--- config.mk ---
export PLATFORM = sky130hd
export DESIGN_NAME = fir_interpolator_serial
export DESIGN_NICKNAME = d
export VERILOG_FILES = /design/src/rtl/fir_pkg.sv /design/src/rtl/fir_mac_unit.sv /design/src/rtl/fir_interpolator_serial.sv
export SDC_FILE = /design/constraint.sdc
export NUM_CORES = 1
export LEC_CHECK = 0
export ABC_AREA = 1
export BUFFER_PORTS_ARGS = -buffer_cell sky130_fd_sc_hd__buf_2
export CAP_MARGIN = 20
export CORE_MARGIN = 4
export CORE_UTILIZATION = 50
export DETAILED_ROUTE_END_ITERATION = 10
export PLACE_DENSITY = 0.72
export SETUP_SLACK_MARGIN = 0.05
export SLEW_MARGIN = 20
export SYNTH_ARGS = -nofsm -noshare
export SYNTH_HDL_FRONTEND = slang
export SYNTH_SLANG_ARGS = --single-unit
--- constraint.sdc ---
create_clock -name clk -period 7.2 [get_ports clk]
set_clock_uncertainty 0.2 [all_clocks]
set_input_delay 0.72 -clock clk [delete_from_list [all_inputs] [get_ports clk]]
set_output_delay 0.72 -clock clk [all_outputs]
set_load 0.01 [all_outputs]
--- src/rtl/fir_pkg.sv ---
// Shared types and helpers for the serial polyphase interpolating FIR.
// Covers accumulator sizing, output scaling and the controller state encoding.
package fir_pkg;

    typedef enum logic [1:0] {
        StIdle,
        StMac,
        StOut
    } interp_state_t;

    // Accumulator width: full product plus growth for `taps` additions, at least one guard bit.
    function automatic int unsigned acc_width(input int unsigned in_w,
                                              input int unsigned coef_w,
                                              input int unsigned taps);
        int unsigned grow;
        grow = $clog2(taps);
        if (grow < 1) begin
            grow = 1;
        end
        return in_w + coef_w + grow;
    endfunction

    // Keeps the top out_w bits of an acc_w-bit value (truncating LSBs), or sign-extends when
    // the output is wider. The caller narrows the 64-bit result to out_w bits.
    function automatic logic signed [63:0] scale_out(input logic signed [63:0] acc,
                                                     input int unsigned acc_w,
                                                     input int unsigned out_w);
        if (out_w <= acc_w) begin
            return acc >>> (acc_w - out_w);
        end
        return acc;
    endfunction

endpackage

--- src/rtl/fir_mac_unit.sv ---
// Signed multiply-accumulate with synchronous clear and enable.
// acc_sum is the combinational running sum including the current product.
module fir_mac_unit #(
    parameter int unsigned INPUT_WIDTH = 16,
    parameter int unsigned COEFF_WIDTH = 8,
    parameter int unsigned ACC_WIDTH   = 25
) (
    input  logic                          clk,
    input  logic                          rst_n,
    input  logic                          clr,
    input  logic                          en,
    input  logic signed [INPUT_WIDTH-1:0] x,
    input  logic signed [COEFF_WIDTH-1:0] h,
    output logic signed [ACC_WIDTH-1:0]   acc_sum
);

    localparam int unsigned PROD_WIDTH = INPUT_WIDTH + COEFF_WIDTH;

    logic signed [PROD_WIDTH-1:0] prod;
    logic signed [ACC_WIDTH-1:0]  acc_q;

    assign prod    = PROD_WIDTH'(x) * PROD_WIDTH'(h);
    assign acc_sum = acc_q + ACC_WIDTH'(prod);

    always_ff @(posedge clk or negedge rst_n) begin
        if (!rst_n) begin
            acc_q <= '0;
        end else if (clr) begin
            acc_q <= '0;
        end else if (en) begin
            acc_q <= acc_sum;
        end
    end

endmodule

--- src/rtl/fir_interpolator_serial.sv ---
// Polyphase interpolating FIR: one input sample yields INTERP outputs, each computed
// over P = NUM_TAPS/INTERP taps on a single time-multiplexed MAC.
module fir_interpolator_serial
    import fir_pkg::*;
#(
    parameter int unsigned INPUT_WIDTH  = 16,
    parameter int unsigned COEFF_WIDTH  = 8,
    parameter int unsigned OUTPUT_WIDTH = 25,
    parameter int unsigned INTERP       = 4,
    parameter int unsigned NUM_TAPS     = 36,
    parameter logic signed [COEFF_WIDTH-1:0] COEFFS [NUM_TAPS] = '{
        -8'sd1, -8'sd2, -8'sd3, -8'sd2, 8'sd0, 8'sd4, 8'sd9, 8'sd15, 8'sd22,
        8'sd30, 8'sd38, 8'sd46, 8'sd54, 8'sd61, 8'sd66, 8'sd70, 8'sd72, 8'sd73,
        8'sd73, 8'sd72, 8'sd70, 8'sd66, 8'sd61, 8'sd54, 8'sd46, 8'sd38, 8'sd30,
        8'sd22, 8'sd15, 8'sd9, 8'sd4, 8'sd0, -8'sd2, -8'sd3, -8'sd2, -8'sd1
    }
) (
    input  logic                           clk,
    input  logic                           rst_n,
    input  logic                           valid_in,
    output logic                           ready_in,
    input  logic signed [INPUT_WIDTH-1:0]  din,
    output logic                           valid_out,
    input  logic                           ready_out,
    output logic signed [OUTPUT_WIDTH-1:0] dout
);

    localparam int unsigned P         = NUM_TAPS / INTERP;
    localparam int unsigned ACC_WIDTH = acc_width(INPUT_WIDTH, COEFF_WIDTH, P);
    localparam int unsigned TAP_W     = (P > 1) ? $clog2(P) : 1;
    localparam int unsigned PH_W      = $clog2(INTERP);
    localparam int unsigned IDX_W     = $clog2(NUM_TAPS);

    interp_state_t state_q, state_d;

    logic signed [INPUT_WIDTH-1:0]  x_q [P];
    logic [TAP_W-1:0]               tap_q, tap_d;
    logic [PH_W-1:0]                phase_q, phase_d;
    logic signed [OUTPUT_WIDTH-1:0] dout_q, dout_d;
    logic                           valid_q, valid_d;

    logic                           shift_en;
    logic                           mac_clr;
    logic                           mac_en;
    logic [31:0]                    coef_sum;
    logic [IDX_W-1:0]               coef_idx;
    logic signed [COEFF_WIDTH-1:0]  coef;
    logic signed [INPUT_WIDTH-1:0]  x_sel;
    logic signed [ACC_WIDTH-1:0]    acc_sum;

    // Phase p uses every INTERP-th prototype coefficient starting at h[p].
    assign coef_sum = 32'(tap_q) * INTERP + 32'(phase_q);
    assign coef_idx = IDX_W'(coef_sum);
    assign coef     = COEFFS[coef_idx];
    assign x_sel    = x_q[tap_q];

    fir_mac_unit #(
        .INPUT_WIDTH (INPUT_WIDTH),
        .COEFF_WIDTH (COEFF_WIDTH),
        .ACC_WIDTH   (ACC_WIDTH)
    ) u_mac (
        .clk     (clk),
        .rst_n   (rst_n),
        .clr     (mac_clr),
        .en      (mac_en),
        .x       (x_sel),
        .h       (coef),
        .acc_sum (acc_sum)
    );

    always_comb begin
        state_d   = state_q;
        tap_d     = tap_q;
        phase_d   = phase_q;
        dout_d    = dout_q;
        valid_d   = valid_q;
        ready_in  = 1'b0;
        shift_en  = 1'b0;
        mac_clr   = 1'b0;
        mac_en    = 1'b0;

        unique case (state_q)
            StIdle: begin
                // Held low while reset is asserted even though the state is already idle.
                ready_in = rst_n;
                if (valid_in) begin
                    shift_en = 1'b1;
                    mac_clr  = 1'b1;
                    tap_d    = '0;
                    phase_d  = '0;
                    state_d  = StMac;
                end
            end
            StMac: begin
                mac_en = 1'b1;
                if (tap_q == TAP_W'(P - 1)) begin
                    dout_d  = OUTPUT_WIDTH'(scale_out(64'(acc_sum), ACC_WIDTH, OUTPUT_WIDTH));
                    valid_d = 1'b1;
                    state_d = StOut;
                end else begin
                    tap_d = tap_q + TAP_W'(1);
                end
            end
            StOut: begin
                if (ready_out) begin
                    valid_d = 1'b0;
                    if (phase_q == PH_W'(INTERP - 1)) begin
                        state_d = StIdle;
                    end else begin
                        phase_d = phase_q + PH_W'(1);
                        tap_d   = '0;
                        mac_clr = 1'b1;
                        state_d = StMac;
                    end
                end
            end
            default: begin
                state_d = StIdle;
            end
        endcase
    end

    always_ff @(posedge clk or negedge rst_n) begin
        if (!rst_n) begin
            state_q <= StIdle;
            tap_q   <= '0;
            phase_q <= '0;
            dout_q  <= '0;
            valid_q <= 1'b0;
        end else begin
            state_q <= state_d;
            tap_q   <= tap_d;
            phase_q <= phase_d;
            dout_q  <= dout_d;
            valid_q <= valid_d;
        end
    end

    always_ff @(posedge clk or negedge rst_n) begin
        if (!rst_n) begin
            for (int k = 0; k < P; k++) begin
                x_q[k] <= '0;
            end
        end else if (shift_en) begin
            x_q[0] <= din;
            for (int k = 1; k < P; k++) begin
                x_q[k] <= x_q[k-1];
            end
        end
    end

    assign dout      = dout_q;
    assign valid_out = valid_q;

endmodule

==> results.txt <==
startpoint types -> flop
max_cap viols -> 0
Worst EP required -> 7.43 ns
vias in the first global route -> 12600
Largest stage delay, worst path -> 0.59 ns
DIE AREA -> 0.0341 mm^2
family with the most delay on the worst path -> adder cells
minimum clock period -> 6.60 ns
number of synthesized flops with an enable pin -> 0
Synth cell types -> 39
met2 usage -> 0.354
area of the core -> 0.0307 mm^2
Slowest cell on crit path -> fa_1
HP Class -> input port to flop
sequential cell area -> 0.00516 mm^2
post-CTS setup buffer count -> 0
die height -> 185 um
First DRT Iteration DRCs -> 923
Nets -> 2155
Slew @ Worst Pin -> 1.02 ns
CTS Buffer Depth -> 3
Main synth FF type -> dfrtp_1
later-pin clock latency in the skew report -> 0.55 ns
PortBufs -> 46
setup TNS -> 0 ns
number of buffers created by CTS -> 24
share of the synthesized area in the top cell type -> 0.330
clk root buf -> clkbuf_16
FILL cells -> 2800
CTS Sinks -> 206
most frequent cell after synthesis -> nand2_1
worst path bufs/invs -> 4
Arrival @ worst endpoint -> 6.83 ns
Worst-path clk slew -> 0.06 ns
RSZ-0062 raised after global routing -> no
via count -> 12400
status -> finished, final reports clean
vias per inst -> 5.31
final slew viol count -> 0
top cells by area, synth -> dfrtp_1 33%, fa_1 18%, nand2_1 11%, inv_1 7.1%, o21ai_0 6.3%
largest area contributor in the synthesized netlist -> dfrtp_1
grt total ovfl -> 0
H-tree depth -> 1
DRC viols -> 0
GR Util All Layers -> 0.231
Setup CP Type -> flop to flop
Routed Antenna Nets -> 0
Most Used Layer, Global Route -> met2
Mapped Avg Cell Area -> 8.23 um^2
largest net degree at the start of global routing -> 128
Syn-to-layout area delta -> 8.79%
Routed WL -> 38100 um
Mapped Area -> 0.0156 mm^2
Final period util -> 0.917
drt wl/cell -> 16.4 um
post-synthesis sequential area ratio -> 0.330
die width -> 185 um
IO Pins -> 47
first-pass GRT wire length -> 64500 um
Final Hold Viols -> 0
Starting Density -> 0.509
multi-input logic area -> 0.00884 mm^2
Yosys warning count -> 0
HPWL after DPL -> 28100 um
ANT cells -> 0
syn_nets -> 2137
initial antenna violation count -> 0
count of final setup violators -> 0
Yosys reg bits -> 206
M1 GR Usage -> 0.348
top post-synthesis cells by count -> 456 x nand2_1, 297 x inv_1, 206 x dfrtp_1
met3 usage in global routing -> 0.0341
worst-path maximum fanout -> 11
Max Fclk -> 0.151 GHz
Critical Path Most Common Cell -> nand2_1
site row count -> 64
layout cells sized above 1 -> 0.0865
worst slew margin relative to its limit -> 0.323
ys async rst share -> 1.00
Mapped Cells -> 1898
GPL Wtd Cong -> 0.928
TritonCTS clock tree -> yes
CP endpoint kind -> flop
Pre-antenna DRT Iters -> 6
[worst min-delay path, delay by kind of cell]
kind / cells / cell delay [ns]
simple gates: 2 / 0.08
buf+inv: 1 / 0.07
[cells by family after synthesis]
family	after synthesis	synth area share
and+or+nand+nor	733	0.193
DFF	206	0.330
buffers and inverters	396	0.105
xor gates and xnor gates	12	0.00673
muxes	1	0.000641
AOI/OAI and AO/OA	331	0.120
adders and majority gates	219	0.245
[stage by stage]
step	instances	hold WS (ns)	cell area, um^2	util	setup slack (ns)
after global placement	2285	0.259	16100	0.526	0.724
after global routing	2327	0.189	17000	0.554	0.0535
after detailed placement	2285	0.261	16100	0.526	0.667
after floorplan	1898	0.224	15600	-	1.36
final	2327	0.168	17000	0.554	0.597
after CTS	2327	0.153	17000	0.554	0.635
[flip-flops by register name, summed over array words and instances (netlist names)]
register / flops
x_q: 144
state_q: 2
phase_q: 2
tap_q: 4
dout: 25
valid_out: 1
u_mac.acc_q: 28
[layout make-up]
cell class / count / area share
Sequential cell: 206 / 0.304
Inverter: 316 / 0.0699
Tap cell: 396 / 0.0292
Clock buffer: 32 / 0.0401
Timing Repair Buffer: 72 / 0.0264
Clock inverter: 9 / 0.0104
Multi-Input combinational cell: 1296 / 0.520
[repair_timing]
item / 4_1_cts / 5_1_grt
resized for setup: 0 / 0
hold buffers: 1 / 0
endpoints found under the hold margin: 56 / 0
[worst paths after layout]
check / from / end / slack [ns] / cells after the start
max reg2reg: phase_q[1] / dout[19] / 0.60 / 25
min reg2reg: valid_out / valid_out / 0.28 / 1
max: phase_q[1] / dout[19] / 0.60 / 25
min in group asynchronous: rst_n / x_q[128] / 0.50 / 2
min: din[15] / x_q[143] / 0.17 / 3
max in group asynchronous: rst_n / tap_q[1] / 4.86 / 3
[cell usage in the layout, fill, tap and decap left out, types with 4 or more instances in the layout]
master,n
a21oi_1,67
buf_2,45
buf_4,24
bufinv_16,4
clkbuf_16,24
clkbuf_8,6
clkinv_2,4
dfrtp_1,204
fa_1,144
ha_1,75
inv_1,296
inv_2,19
nand2_1,456
nand3_1,105
nand3b_1,9
nand4_1,9
nor2_1,133
nor2_2,4
o211ai_1,26
o21ai_0,197
o21ai_1,12
o21ai_2,16
o21bai_1,4
xnor2_1,4
xor2_1,8
[layer usage]
layer | vias up | wire [um] | share of wire
met3 | 73 | 2270 | 0.060
met1 | 5951 | 18000 | 0.47
met4 | 0 | 1150 | 0.030
met5 | - | 0 | 0
met2 | 366 | 16700 | 0.44
li1 | 5968 | - | -
Power is left out: the tool's default activity adds up to more than one toggle a clock period on the data nets, which glitch-free logic cannot reach.
